<file path="src/rtl/m5_share_arbiter_pkg.sv">
// Shared types and sizing helpers for the m5 shared-counter arbiter.
package m5_share_pkg;

  // Arbiter FSM states: free, owned by one requester, one-cycle release gap.
  typedef enum logic [1:0] {
    ST_IDLE = 2'd0,
    ST_OWN  = 2'd1,
    ST_REL  = 2'd2
  } state_e;

  localparam int DEF_NREQ = 4;
  localparam int DEF_MOD  = 5;

  // Counter width: enough bits for 0..MOD-1, never narrower than one bit.
  function automatic int cw_f(input int modulus);
    if (modulus <= 2) begin
      return 1;
    end else begin
      return $clog2(modulus);
    end
  endfunction

  // Owner index width: enough bits for 0..NREQ-1, never narrower than one bit.
  function automatic int iw_f(input int nreq);
    if (nreq <= 2) begin
      return 1;
    end else begin
      return $clog2(nreq);
    end
  endfunction

endpackage

</file>
<file path="src/rtl/m5_share_arbiter_if.sv">
// Requester-side bus of the shared counter arbiter.
// The requester population drives req/evt; the arbiter drives everything else.
interface m5_share_arbiter_if
  import m5_share_pkg::*;
#(
  parameter int NREQ = DEF_NREQ,
  parameter int MOD  = DEF_MOD
);

  localparam int CW = cw_f(MOD);
  localparam int IW = iw_f(NREQ);

  logic [NREQ-1:0] req;
  logic [NREQ-1:0] evt;
  logic [NREQ-1:0] grant;
  logic [IW-1:0]   owner;
  logic            w_out;
  logic [CW-1:0]   count;
  logic            done;
  logic            abort;
  logic            busy;

  // Requester side.
  modport master (
    output req,
    output evt,
    input  grant,
    input  owner,
    input  w_out,
    input  count,
    input  done,
    input  abort,
    input  busy
  );

  // Arbiter side.
  modport slave (
    input  req,
    input  evt,
    output grant,
    output owner,
    output w_out,
    output count,
    output done,
    output abort,
    output busy
  );

endinterface

</file>
<file path="src/rtl/m5_share_arbiter_rr_pick.sv">
// Rotating first-set-bit picker: returns the first asserted request at or
// above ptr, wrapping modulo NREQ. Purely combinational.
module rr_pick
  import m5_share_pkg::*;
#(
  parameter int NREQ = DEF_NREQ,
  parameter int IW   = iw_f(NREQ)
) (
  input  logic [NREQ-1:0] req,
  input  logic [IW-1:0]   ptr,
  output logic            any,
  output logic [IW-1:0]   idx
);

  logic [2*NREQ-1:0] rot_s;
  logic [IW-1:0]     off_s;
  logic [IW:0]       sum_s;

  // Rotate so that bit 0 is the requester at ptr, find the lowest set offset,
  // then map the offset back to an absolute index modulo NREQ.
  always_comb begin
    rot_s = {req, req} >> ptr;
    any   = 1'b0;
    off_s = '0;
    for (int i = NREQ - 1; i >= 0; i--) begin
      if (rot_s[i]) begin
        any   = 1'b1;
        off_s = IW'(i);
      end else begin
        any   = any;
      end
    end
    sum_s = {1'b0, ptr} + {1'b0, off_s};
    if (sum_s >= (IW + 1)'(NREQ)) begin
      idx = IW'(sum_s - (IW + 1)'(NREQ));
    end else begin
      idx = sum_s[IW-1:0];
    end
  end

endmodule

</file>
<file path="src/rtl/m5_share_arbiter.sv">
// Round-robin arbiter sharing one modulo-MOD event counter among NREQ users.
// An owner keeps the counter until it feeds MOD events (done) or drops its
// request (abort); a one-cycle release state separates consecutive owners.
module m5_share_arbiter
  import m5_share_pkg::*;
#(
  parameter int NREQ = DEF_NREQ,
  parameter int MOD  = DEF_MOD
) (
  input logic                clk,
  input logic                reset,
  m5_share_arbiter_if.slave  bus
);

  localparam int CW = cw_f(MOD);
  localparam int IW = iw_f(NREQ);

  state_e          state_r, state_s;
  logic [IW-1:0]   ptr_r, ptr_s;
  logic [IW-1:0]   owner_r, owner_s;
  logic [NREQ-1:0] grant_r, grant_s;
  logic [CW-1:0]   count_r, count_s;
  logic            done_r, done_s;
  logic            abort_r, abort_s;
  logic            busy_r, busy_s;

  logic            pick_any_s;
  logic [IW-1:0]   pick_idx_s;
  logic            evt_own_s;
  logic            req_own_s;
  logic            count_bad_s;
  logic            count_last_s;

  rr_pick #(
    .NREQ (NREQ),
    .IW   (IW)
  ) u_pick (
    .req (bus.req),
    .ptr (ptr_r),
    .any (pick_any_s),
    .idx (pick_idx_s)
  );

  // Owner-side views of the request and event vectors plus counter decodes.
  always_comb begin
    evt_own_s    = bus.evt[owner_r];
    req_own_s    = bus.req[owner_r];
    count_bad_s  = ({1'b0, count_r} >= (CW + 1)'(MOD));
    count_last_s = (count_r == CW'(MOD - 1));
  end

  // Next-state and next-output logic for the ownership FSM.
  always_comb begin
    state_s = state_r;
    ptr_s   = ptr_r;
    owner_s = owner_r;
    grant_s = grant_r;
    count_s = count_r;
    done_s  = 1'b0;
    abort_s = 1'b0;
    case (state_r)
      ST_IDLE: begin
        grant_s = '0;
        count_s = '0;
        if (pick_any_s) begin
          owner_s             = pick_idx_s;
          grant_s[pick_idx_s] = 1'b1;
          state_s             = ST_OWN;
        end else begin
          state_s = ST_IDLE;
        end
      end
      ST_OWN: begin
        if (count_bad_s) begin
          // Unreachable count value: recover by releasing as an abort.
          count_s = '0;
          grant_s = '0;
          abort_s = 1'b1;
          state_s = ST_REL;
        end else if (evt_own_s && count_last_s) begin
          // Completion wins over a simultaneous request drop.
          count_s = '0;
          grant_s = '0;
          done_s  = 1'b1;
          state_s = ST_REL;
        end else if (!req_own_s) begin
          count_s = '0;
          grant_s = '0;
          abort_s = 1'b1;
          state_s = ST_REL;
        end else if (evt_own_s) begin
          count_s = count_r + CW'(1);
        end else begin
          count_s = count_r;
        end
      end
      ST_REL: begin
        grant_s = '0;
        count_s = '0;
        if (owner_r == IW'(NREQ - 1)) begin
          ptr_s = '0;
        end else begin
          ptr_s = owner_r + IW'(1);
        end
        state_s = ST_IDLE;
      end
      default: begin
        grant_s = '0;
        count_s = '0;
        ptr_s   = '0;
        owner_s = '0;
        state_s = ST_IDLE;
      end
    endcase
    busy_s = (state_s == ST_OWN) || (state_s == ST_REL);
  end

  // State and output registers; async reset returns the block to a free IDLE.
  always_ff @(posedge clk or posedge reset) begin
    if (reset) begin
      state_r <= ST_IDLE;
      ptr_r   <= '0;
      owner_r <= '0;
      grant_r <= '0;
      count_r <= '0;
      done_r  <= 1'b0;
      abort_r <= 1'b0;
      busy_r  <= 1'b0;
    end else begin
      state_r <= state_s;
      ptr_r   <= ptr_s;
      owner_r <= owner_s;
      grant_r <= grant_s;
      count_r <= count_s;
      done_r  <= done_s;
      abort_r <= abort_s;
      busy_r  <= busy_s;
    end
  end

  assign bus.grant = grant_r;
  assign bus.owner = owner_r;
  assign bus.count = count_r;
  assign bus.done  = done_r;
  assign bus.abort = abort_r;
  assign bus.busy  = busy_r;
  // The forwarded event is combinational so the counter sees it in-cycle.
  assign bus.w_out = (state_r == ST_OWN) ? evt_own_s : 1'b0;

endmodule

</file>
<file path="src/flat_wrapper.sv">
// flat-port wrapper written by rule: the top's interface ports become plain ports
module m5_share_arbiter_flat import m5_share_pkg::*;
#(
  parameter int NREQ = DEF_NREQ,
  parameter int MOD  = DEF_MOD
)
  (clk, reset, bus_req, bus_evt, bus_grant, bus_owner, bus_w_out, bus_count, bus_done, bus_abort, bus_busy);
  m5_share_arbiter_if #(.NREQ(NREQ), .MOD(MOD)) bus_i ();
  input logic clk;
  input logic reset;
  input wire logic [$bits(bus_i.req)-1:0] bus_req;
  input wire logic [$bits(bus_i.evt)-1:0] bus_evt;
  output wire logic [$bits(bus_i.grant)-1:0] bus_grant;
  output wire logic [$bits(bus_i.owner)-1:0] bus_owner;
  output wire logic [$bits(bus_i.w_out)-1:0] bus_w_out;
  output wire logic [$bits(bus_i.count)-1:0] bus_count;
  output wire logic [$bits(bus_i.done)-1:0] bus_done;
  output wire logic [$bits(bus_i.abort)-1:0] bus_abort;
  output wire logic [$bits(bus_i.busy)-1:0] bus_busy;
  assign bus_i.req = bus_req;
  assign bus_i.evt = bus_evt;
  assign bus_grant = bus_i.grant;
  assign bus_owner = bus_i.owner;
  assign bus_w_out = bus_i.w_out;
  assign bus_count = bus_i.count;
  assign bus_done = bus_i.done;
  assign bus_abort = bus_i.abort;
  assign bus_busy = bus_i.busy;
  m5_share_arbiter #(.NREQ(NREQ), .MOD(MOD)) u_core (.clk(clk), .reset(reset), .bus(bus_i));
endmodule
</file>
<file path="config.mk">
export PLATFORM = sky130hd
export DESIGN_NAME = m5_share_arbiter_flat
export DESIGN_NICKNAME = d
export VERILOG_FILES = /design/src/rtl/m5_share_arbiter_pkg.sv /design/src/rtl/m5_share_arbiter_if.sv /design/src/rtl/m5_share_arbiter_rr_pick.sv /design/src/rtl/m5_share_arbiter.sv /design/src/flat_wrapper.sv
export SDC_FILE = /design/constraint.sdc
export NUM_CORES = 1
export LEC_CHECK = 0
export ABC_AREA = 1
export ABC_CLOCK_PERIOD_IN_PS = 2200
export BUFFER_PORTS_ARGS = -buffer_cell sky130_fd_sc_hd__buf_2
export CORE_UTILIZATION = 53
export CTS_CLUSTER_DIAMETER = 120
export CTS_CLUSTER_SIZE = 12
export DETAILED_ROUTE_END_ITERATION = 10
export PLACE_DENSITY = 0.78
export SLEW_MARGIN = 20
export SYNTH_ARGS = -nofsm -noshare
export SYNTH_HDL_FRONTEND = slang
export SYNTH_SLANG_ARGS = --single-unit
</file>
<file path="constraint.sdc">
create_clock -name clk -period 2.2 [get_ports clk]
set_clock_uncertainty 0.05 [all_clocks]
set_input_delay 0.22 -clock clk [delete_from_list [all_inputs] [get_ports clk]]
set_output_delay 0.22 -clock clk [all_outputs]
set_load 0.03 [all_outputs]
</file>
==> results_dict.tcl, run 1 <==
set metrics [dict create \
    clk_latency_ns 0.29 \
    finalSetupViolCount 0 \
    layout_setup_ws_ns 0.2652 \
    cp_cell_sequence "inv_2 -> nand3_1 -> nand2_1 -> nand3_1 -> a21boi_0 -> ha_1 -> xor2_1 -> nand3b_1 -> nand2_1 -> inv_1 -> nand2_1 -> nand2_1" \
    multi_input_area_um2 604.3 \
    synth_top_area_cell "dfrtp_1" \
    syn_inst 146 \
    grt_pass1_vias 819 \
    ys_seq_area_frac 0.3695 \
    fin_crit_sh 0.8795 \
    endpoint_kind "register" \
    synth_top_cell_area_share 0.3695 \
    gp_congestion 0.7378 \
    via_per_inst 4.818 \
    synth-seq-cells 16 \
    total_power_uw 1688 \
    max-cap-violations 0 \
    routedWlPerCell_um 10.11 \
    antennaDiodeCount 0 \
    pre_cts_slack_ns 0.2798 \
    synth_most_common_cell "nand2_1" \
    max_stage_delay_ns 0.47 \
    cts_sinks 16 \
    postSynthAreaPerCell_um2 7.422 \
    antenna_found_initial 0 \
    rsz0062_at_grt "false" \
    peakVddDrop_uv 841.6 \
    vias 954 \
    finalInstanceArea_mm2 0.001272 \
    slew_violations 0 \
    synth_async_sr_flop_share 1.000 \
    die_w_um 47.22 \
    synth_area_leaders "dfrtp_1 37%, nand2_1 16%, ha_1 9.2%" \
    globalRouteMet1Util 0.2785 \
    met2_usage 0.3417 \
    fp.dieH_um 47.22 \
    syn_to_final_growth_pct 17.44 \
    fillers 156 \
    dpl_cell_area_mm2 0.001225 \
    path_class "reg -> reg" \
    drt_first_pass_iters 4 \
    post_cts_buffers 0 \
    root_buffer "clkbuf_4" \
    grt_usage 0.2099 \
    synth_edf_count 0 \
    worst_setup_path_start_kind "register" \
    crit_top_cell "nand2_1" \
    post-route-min-period_ns 1.935 \
    fmax_mhz 516.8 \
    outcome "finished, final reports clean" \
    powerDensity_mw_per_mm2 1327 \
    cts_made_buffers 3 \
    antenna_left 0 \
    hpwl_um 1576 \
    num_rows 15 \
    grt_max_degree 17 \
    hp-class "in -> reg" \
    core_area_mm2 0.001821 \
    io_pins 23 \
    synth_cell_types 20 \
    htree_num_levels 1 \
    grt-ovfl-total 0 \
    cts.path.max_buffers 2 \
    clk_pin_slew_worst_paths_ns 0.10 \
    grtUsageMet3 0.03462 \
    fin_tns_setup_ns 0 \
    drive_gt1_frac 0.2312 \
    hold_violations 0 \
    p_leak_uw 0.0007463 \
    fin_hold_ws_ns 0.2412 \
    slowest_stage "dfrtp_1" \
    grt_pass1_wl_um 3243 \
    synth_common_cells "46 x nand2_1, 19 x nand3_1, 17 x inv_1" \
    drtIter0Drc 14 \
    worst_slew_pin_slew_ns 0.5806 \
    busiest_layer "met2" \
    nets 192 \
    io_buffers 22 \
    ys.flop_type "dfrtp_1" \
    crit_arrival_ns 2.11 \
    crit_required_ns 2.38 \
    yosys_warnings 0 \
    regArea_um2 401.6 \
    worst-path-max-fanout 6 \
    syn_area_mm2 0.001084 \
    drc 0 \
    syn_nets 164 \
    die_area_mm2 0.002229 \
    initial_core_util 0.5952 \
    cts_tree "done" \
    relSlewSlack 0.6125 \
    drt-total-wl_um 2002 \
]
final cells by class:
cell class	count	share of cell area
multi-input cells	109	0.4749
clock buffers	4	0.02852
repair buffers	23	0.09440
well taps	25	0.02458
flip-flops and latches	16	0.3156
inverters	21	0.06195
kinds of logic after synthesis:
group / synth area share
XOR/XNOR: 0.02425
buffers and inverters: 0.07274
AO/OA/AOI/OAI: 0.03926
AND/OR/NAND/NOR: 0.4019
adder cells (fa/ha/maj): 0.09238
flip-flops: 0.3695
per-stage QoR:
stage               instances    util
detailed placement        193  0.6729
CTS                       198  0.6983
finish                    198  0.6990
floorplan                 146       -
global route              198  0.6990
global placement          193  0.6729
layer usage:
| metal | up-vias | wire, um |
|---|---|---|
| met1 | 417 | 1003 |
| met2 | 19 | 914 |
| li1 | 514 | - |
| met4 | 0 | 25 |
| met5 | - | 0 |
| met3 | 4 | 58 |
worst max-delay path: cells and delay by family (launching register included):
family | cells | cell delay (ns)
flip-flops | 1 | 0.47
AND/OR/NAND/NOR | 7 | 0.58
AO/OA/AOI/OAI | 1 | 0.19
XOR/XNOR | 1 | 0.18
adder cells (fa/ha/maj) | 1 | 0.19
buffers and inverters | 2 | 0.21
layout by cell type (no fill, tap or decap), types with 3 or more instances in the layout:
cell type	instances
clkbuf_4	3
inv_2	4
nand3_1	19
xor2_1	3
inv_1	17
o21ai_1	3
buf_2	22
nand2_1	46
ha_1	8
nor2_1	13
dfrtp_1	15
registers in the layout, indices dropped and copies added (netlist names):
register / flops
u_core.bus.busy: 1
u_core.bus.abort: 1
u_core.state_r: 2
u_core.bus.done: 1
u_core.ptr_r: 2
u_core.bus.count: 3
u_core.bus.owner: 2
u_core.bus.grant: 4
path summary, 6_finish.rpt:
| check | start | end | slack, ns | cells past startpoint |
|---|---|---|---|---|
| max | u_core.ptr_r[1]$_DFFE_PP0N_ | u_core.bus.grant[0]$_DFFE_PP0P_ | 0.27 | 12 |
| min | bus_req[3] | u_core.bus.abort$_DFF_PP0_ | 0.24 | 4 |
| max reg2reg | u_core.ptr_r[1]$_DFFE_PP0N_ | u_core.bus.grant[0]$_DFFE_PP0P_ | 0.27 | 12 |
| min reg2reg | u_core.bus.grant[3]$_DFFE_PP0P_ | u_core.bus.grant[3]$_DFFE_PP0P_ | 0.43 | 2 |
| max in group asynchronous | reset | u_core.ptr_r[0]$_DFFE_PP0N_ | 1.21 | 3 |
| min in group asynchronous | reset | u_core.state_r[1]$_DFF_PP0_ | 0.47 | 3 |
where the power goes:
group / leakage (uW) / internal, uW / total [uW] / switching [uW]
clock: 0.0000210 / 101 / 196 / 95.7
combinational: 0.000512 / 325 / 1010 / 684
sequential: 0.000213 / 391 / 483 / 91.4
total: 0.000746 / 817 / 1690 / 871
timing repair:
action | in CTS | in global routing
hold buffers | 1 | 0
endpoints found under the hold margin | 16 | 0
endpoints found under the setup margin | 0 | 1
gates resized for setup | 0 | 1
(Power assumes the default switching activity.)
==> run 2: changes to the inputs <==
--- a/config.mk
+++ b/config.mk
@@ -6,13 +6,13 @@
 export NUM_CORES = 1
 export LEC_CHECK = 0
 export ABC_AREA = 1
-export ABC_CLOCK_PERIOD_IN_PS = 2200
-export BUFFER_PORTS_ARGS = -buffer_cell sky130_fd_sc_hd__buf_2
-export CORE_UTILIZATION = 53
+export ABC_CLOCK_PERIOD_IN_PS = 1700
+export BUFFER_PORTS_ARGS = -buffer_cell sky130_fd_sc_hd__buf_4
+export CORE_UTILIZATION = 48
 export CTS_CLUSTER_DIAMETER = 120
 export CTS_CLUSTER_SIZE = 12
 export DETAILED_ROUTE_END_ITERATION = 10
-export PLACE_DENSITY = 0.78
+export PLACE_DENSITY = 0.74
 export SLEW_MARGIN = 20
 export SYNTH_ARGS = -nofsm -noshare
 export SYNTH_HDL_FRONTEND = slang
==> constraint.sdc (replaced) <==
create_clock -name clk -period 1.7 [get_ports clk]
set_clock_uncertainty 0.05 [all_clocks]
set_input_delay 0.17 -clock clk [delete_from_list [all_inputs] [get_ports clk]]
set_output_delay 0.17 -clock clk [all_outputs]
set_load 0.03 [all_outputs]
==> results_dict.tcl, run 2 (same netlist as run 1, synthesis figures left out) <==
set metrics [dict create \
    outcome "finished, violations left" \
    violations "negative setup slack" \
    htree_num_levels 1 \
    via_per_inst 5.028 \
    fmax_mhz 533.5 \
    largest_reg_flops 4 \
    crit_family "simple AND/OR/NAND/NOR gates" \
    final_cells 213 \
    cp_cell_sequence "clkinv_4 -> nand2_4 -> nand3_2 -> nand2_2 -> nand3_2 -> a21boi_2 -> ha_2 -> xor2_1 -> nand3b_1 -> nand2_2 -> nand2_1 -> nand2_1" \
    critPathBufInv 1 \
    endpoint_kind "register" \
    clkPwrFrac 0.096 \
    peakVddDrop_uv 1436 \
    grt_usage 0.2308 \
    crit_arrival_ns 2.02 \
    drive_gt1_frac 0.5161 \
    p_leak_uw 0.0008535 \
    grt_max_degree 17 \
    hp-class "in -> reg" \
    slowest_stage "dfrtp_2" \
    drtIter0Drc 22 \
    fillers 144 \
    nets 205 \
    finalSetupViolCount 5 \
    max-cap-violations 0 \
    slew_violations 0 \
    clk_pin_slew_worst_paths_ns 0.10 \
    antenna_left 0 \
    clk_latency_ns 0.30 \
    r2r_setup_slack_ns -0.17 \
    layout_setup_ws_ns -0.1744 \
    initial_core_util 0.5306 \
    cts.path.max_buffers 2 \
    io_buffers 22 \
    io_pins 23 \
    drt-total-wl_um 2858 \
    hold_violations 0 \
    drt_first_pass_iters 4 \
    post-route-min-period_ns 1.874 \
    fin_hold_ws_ns 0.1682 \
    root_buffer "clkbuf_4" \
    cts_made_buffers 3 \
    vias 1071 \
    hpwl_um 1802 \
    relSlewSlack 0.5855 \
    worst_setup_path_start_kind "register" \
    drc 0 \
    fp.dieH_um 49.51 \
    grt_pass1_vias 1025 \
    cts_tree "done" \
    layout.cells.most_common_list "32 x buf_4, 29 x nand2_1, 14 x nand2_2" \
    worst_slew_pin_slew_ns 0.6210 \
    multi_input_area_um2 765.7 \
    p_seq_frac 0.233 \
    p_int_uw 1351 \
    dp.cells 198 \
    routedWlPerCell_um 13.42 \
    die_area_mm2 0.002451 \
    syn_to_final_growth_pct 49.08 \
    powerDensity_mw_per_mm2 1716 \
    max_stage_delay_ns 0.45 \
    rsz0062_at_grt "true" \
    cts_sinks 16 \
    num_rows 16 \
    worst-path-max-fanout 6 \
    fin_crit_sh 1.103 \
    comb_power_share 0.671 \
    crit_required_ns 1.85 \
    die_w_um 49.51 \
    gp_congestion 0.8460 \
    grt-ovfl-total 0 \
    fin_tns_setup_ns -0.8321 \
    antenna_found_initial 0 \
    final_common_cell "buf_4" \
    core_area_mm2 0.002042 \
    path_class "reg -> reg" \
    grt_pass1_wl_um 4291 \
    switching_share 0.5126 \
    regArea_um2 406.6 \
    antennaDiodeCount 0 \
    p_switching_uw 1421 \
]
==> run 2: cell count changes in the layout (fill, tap and decap cells not counted), sizes merged <==
cell	delta
inv	-1
buf	+13
clkinv	+1
==> run 2: tightest hold or removal path: cells and delay by family <==
family                 cells  cell delay [ns]
AO/OA/AOI/OAI              2             0.14
buffers and inverters      1             0.11
AND/OR/NAND/NOR            1             0.08
==> run 2: final timing paths <==
check                                                 from                              end  cells after the start
max                            u_core.ptr_r[0]$_DFFE_PP0N_  u_core.bus.grant[2]$_DFFE_PP0P_                     12
min in group asynchronous                            reset      u_core.state_r[1]$_DFF_PP0_                      3
max reg2reg                    u_core.ptr_r[0]$_DFFE_PP0N_  u_core.bus.grant[2]$_DFFE_PP0P_                     12
max in group asynchronous                            reset      u_core.ptr_r[0]$_DFFE_PP0N_                      3
min reg2reg                u_core.bus.grant[1]$_DFFE_PP0P_  u_core.bus.grant[1]$_DFFE_PP0P_                      2
min                                             bus_req[3]       u_core.bus.abort$_DFF_PP0_                      4
==> run 2: area by class of cell <==
| type | count | share of cell area |
|---|---|---|
| multi-input combinational | 109 | 0.4741 |
| clock buffer | 4 | 0.02246 |
| inverter | 21 | 0.05500 |
| timing repair buffer | 36 | 0.1758 |
| sequential | 16 | 0.2517 |
| tap | 27 | 0.02091 |
==> run 2: metrics by stage <==
stage,power (uW),utilization,setup WS (ns),area [um2]
floorplan,1662,-,0.02491,1086
global placement,2012,0.6403,-0.07985,1308
detailed placement,2050,0.6403,-0.1866,1308
CTS,2458,0.7077,-0.1640,1445
global route,2962,0.7911,-0.3229,1615
finish,2772,0.7911,-0.1744,1615
==> run 2: timing repair <==
item / 4_1_cts / 5_1_grt
pin swaps: 11 / 16
gates cloned: 0 / 0
buffers inserted: 4 / 7
hold buffers: 1 / 0
resized for setup: 18 / 39
setup endpoints to repair: 6 / 12
endpoints found under the hold margin: 16 / 0
==> run 2: layer usage <==
metal / share of wire / vias up / GRT usage
li1: - / 538 / -
met1: 0.45 / 499 / 0.2880
met2: 0.50 / 24 / 0.4018
met3: 0.024 / 10 / 0.02778
met4: 0.028 / 0 / 0.09524
met5: 0 / - / 0
==> run 2: power groups by stage <==
stage	Combinational [uW]	Clock [uW]	Sequential [uW]
after floorplan	884	0	778
after CTS	1560	264	633
final	1860	265	647
after global routing	2020	277	661
after global placement	1380	0	627
after detailed placement	1410	0	635
==> run 3: changes to the inputs <==
--- a/config.mk
+++ b/config.mk
@@ -13,6 +13,7 @@
 export CTS_CLUSTER_SIZE = 12
 export DETAILED_ROUTE_END_ITERATION = 10
 export PLACE_DENSITY = 0.74
+export SETUP_SLACK_MARGIN = 0.1
 export SLEW_MARGIN = 20
 export SYNTH_ARGS = -nofsm -noshare
 export SYNTH_HDL_FRONTEND = slang
==> results_dict.tcl, run 3 (same netlist as run 1, synthesis figures left out) <==
set metrics [dict create \
    grt_pass1_wl_um 4133 \
    crit_family "simple AND/OR/NAND/NOR gates" \
    cts_tree "done" \
    fillers 145 \
    final_cells 217 \
    switching_share 0.4930 \
    nets 209 \
    relSlewSlack 0.5940 \
    die_w_um 49.51 \
    cts_sinks 16 \
    pre_cts_slack_ns -0.1381 \
    p_seq_frac 0.234 \
    comb_power_share 0.672 \
    crit_required_ns 1.84 \
    cp_cell_sequence "inv_4 -> nand2_4 -> nand3_1 -> nand2_1 -> a21boi_1 -> ha_2 -> xor2_2 -> nand3b_1 -> nand2_2 -> inv_2 -> nand2_1 -> nand2_1" \
    routedWlPerCell_um 12.69 \
    fin_crit_sh 1.081 \
    largest_reg_flops 4 \
    core_area_mm2 0.002042 \
    hpwl_um 1745 \
    worst_slew_pin_slew_ns 0.6084 \
    slowest_stage "dfrtp_2" \
    powerDensity_mw_per_mm2 1716 \
    p_switching_uw 1343 \
    grt_pass1_vias 972 \
    peakVddDrop_uv 1173 \
    finalInstanceArea_mm2 0.001588 \
    hold_violations 0 \
    drt_first_pass_iters 4 \
    cts.path.max_buffers 2 \
    drive_gt1_frac 0.4632 \
    via_per_inst 4.885 \
    drtIter0Drc 25 \
    root_buffer "clkbuf_4" \
    htree_num_levels 1 \
    clk_pin_slew_worst_paths_ns 0.10 \
    path_class "reg -> reg" \
    worst-path-max-fanout 6 \
    hp-class "in -> reg" \
    endpoint_kind "register" \
    io_pins 23 \
    antennaDiodeCount 0 \
    max_stage_delay_ns 0.47 \
    grt_usage 0.2178 \
    fp.dieH_um 49.51 \
    critPathBufInv 2 \
    cts_made_buffers 3 \
    syn_to_final_growth_pct 46.54 \
    drc 0 \
    vias 1060 \
    die_area_mm2 0.002451 \
    io_buffers 22 \
    rsz0062_at_grt "true" \
    slew_violations 0 \
    worst_setup_path_start_kind "register" \
    outcome "finished, violations left" \
    dp.cells 198 \
    crit_top_cell "nand2_1" \
    gp_congestion 0.8351 \
    grt-ovfl-total 0 \
    dpl_cell_area_mm2 0.001313 \
    final_core_util 0.7776 \
    antenna_left 0 \
    finalSetupViolCount 5 \
    total_power_uw 2725 \
    final_common_cell "buf_4" \
    fmax_mhz 544.1 \
    num_rows 16 \
    violations "negative setup slack" \
    crit_arrival_ns 1.98 \
    grt_max_degree 17 \
    initial_core_util 0.5306 \
    clk_latency_ns 0.29 \
    post-route-min-period_ns 1.838 \
    layout.cells.most_common_list "38 x buf_4, 33 x nand2_1, 15 x nand3_1" \
    drt-total-wl_um 2753 \
    p_int_uw 1382 \
    max-cap-violations 0 \
    clkPwrFrac 0.094 \
    p_leak_uw 0.0008463 \
    antenna_found_initial 0 \
    layout_setup_ws_ns -0.1379 \
]
## run 3: final cells by class
type / count / area, um2 / area share
Tap cell: 27 / 33.78 / 0.02128
Clock buffer: 4 / 36.28 / 0.02285
Sequential cell: 16 / 407.9 / 0.2569
Timing Repair Buffer: 40 / 306.5 / 0.1931
Inverter: 21 / 81.33 / 0.05122
Multi-Input combinational cell: 109 / 721.9 / 0.4547
## run 3: final timing paths
path / from / end / slack (ns) / cells after the start
setup reg to reg: u_core.ptr_r[0]$_DFFE_PP0N_ / u_core.bus.grant[1]$_DFFE_PP0P_ / -0.14 / 12
hold / removal: bus_req[1] / u_core.bus.abort$_DFF_PP0_ / 0.19 / 4
max in group asynchronous: reset / u_core.ptr_r[1]$_DFFE_PP0N_ / 0.71 / 3
hold reg to reg: u_core.bus.grant[0]$_DFFE_PP0P_ / u_core.bus.grant[0]$_DFFE_PP0P_ / 0.44 / 2
setup / recovery: u_core.ptr_r[0]$_DFFE_PP0N_ / u_core.bus.grant[1]$_DFFE_PP0P_ / -0.14 / 12
min in group asynchronous: reset / u_core.state_r[0]$_DFF_PP0_ / 0.45 / 3
## run 3: timing repair
action | CTS | global route
resized for setup | 13 | 24
hold buffers | 1 | 0
hold endpoints to repair | 16 | 0
buffers inserted | 4 | 10
pin swaps | 9 | 6
endpoints found under the setup margin | 6 | 12
## run 3: routing by layer
metal / track usage / share of wire
met3: 0.03086 / 0.034
met2: 0.3744 / 0.53
met5: 0 / 0
met4: 0.05714 / 0.0051
met1: 0.2863 / 0.43
## run 3: worst register-to-register path, cell delays in order, from the launching register on
cell	delay, ns
dfrtp_2	0.47
inv_4	0.12
nand2_4	0.06
nand3_1	0.07
nand2_1	0.06
a21boi_1	0.13
ha_2	0.19
xor2_2	0.14
nand3b_1	0.17
nand2_2	0.11
inv_2	0.04
nand2_1	0.06
nand2_1	0.05
## run 3: stage by stage
| step | setup TNS [ns] | hold WS, ns |
|---|---|---|
| finish | -0.6158 | 0.1880 |
| global route | -1.377 | 0.1880 |
| CTS | -0.7455 | 0.1761 |
| detailed placement | -0.6461 | 0.2364 |
| global placement | -0.2519 | 0.2261 |
| floorplan | 0 | 0.03360 |
## run 3: power by group through the flow
| stage | combinational [uW] | clock [uW] | sequential (uW) |
|---|---|---|---|
| global route | 2010 | 274 | 656 |
| global placement | 1390 | 0 | 629 |
| finish | 1830 | 256 | 638 |
| detailed placement | 1420 | 0 | 633 |
| floorplan | 891 | 0 | 780 |
| CTS | 1540 | 259 | 633 |
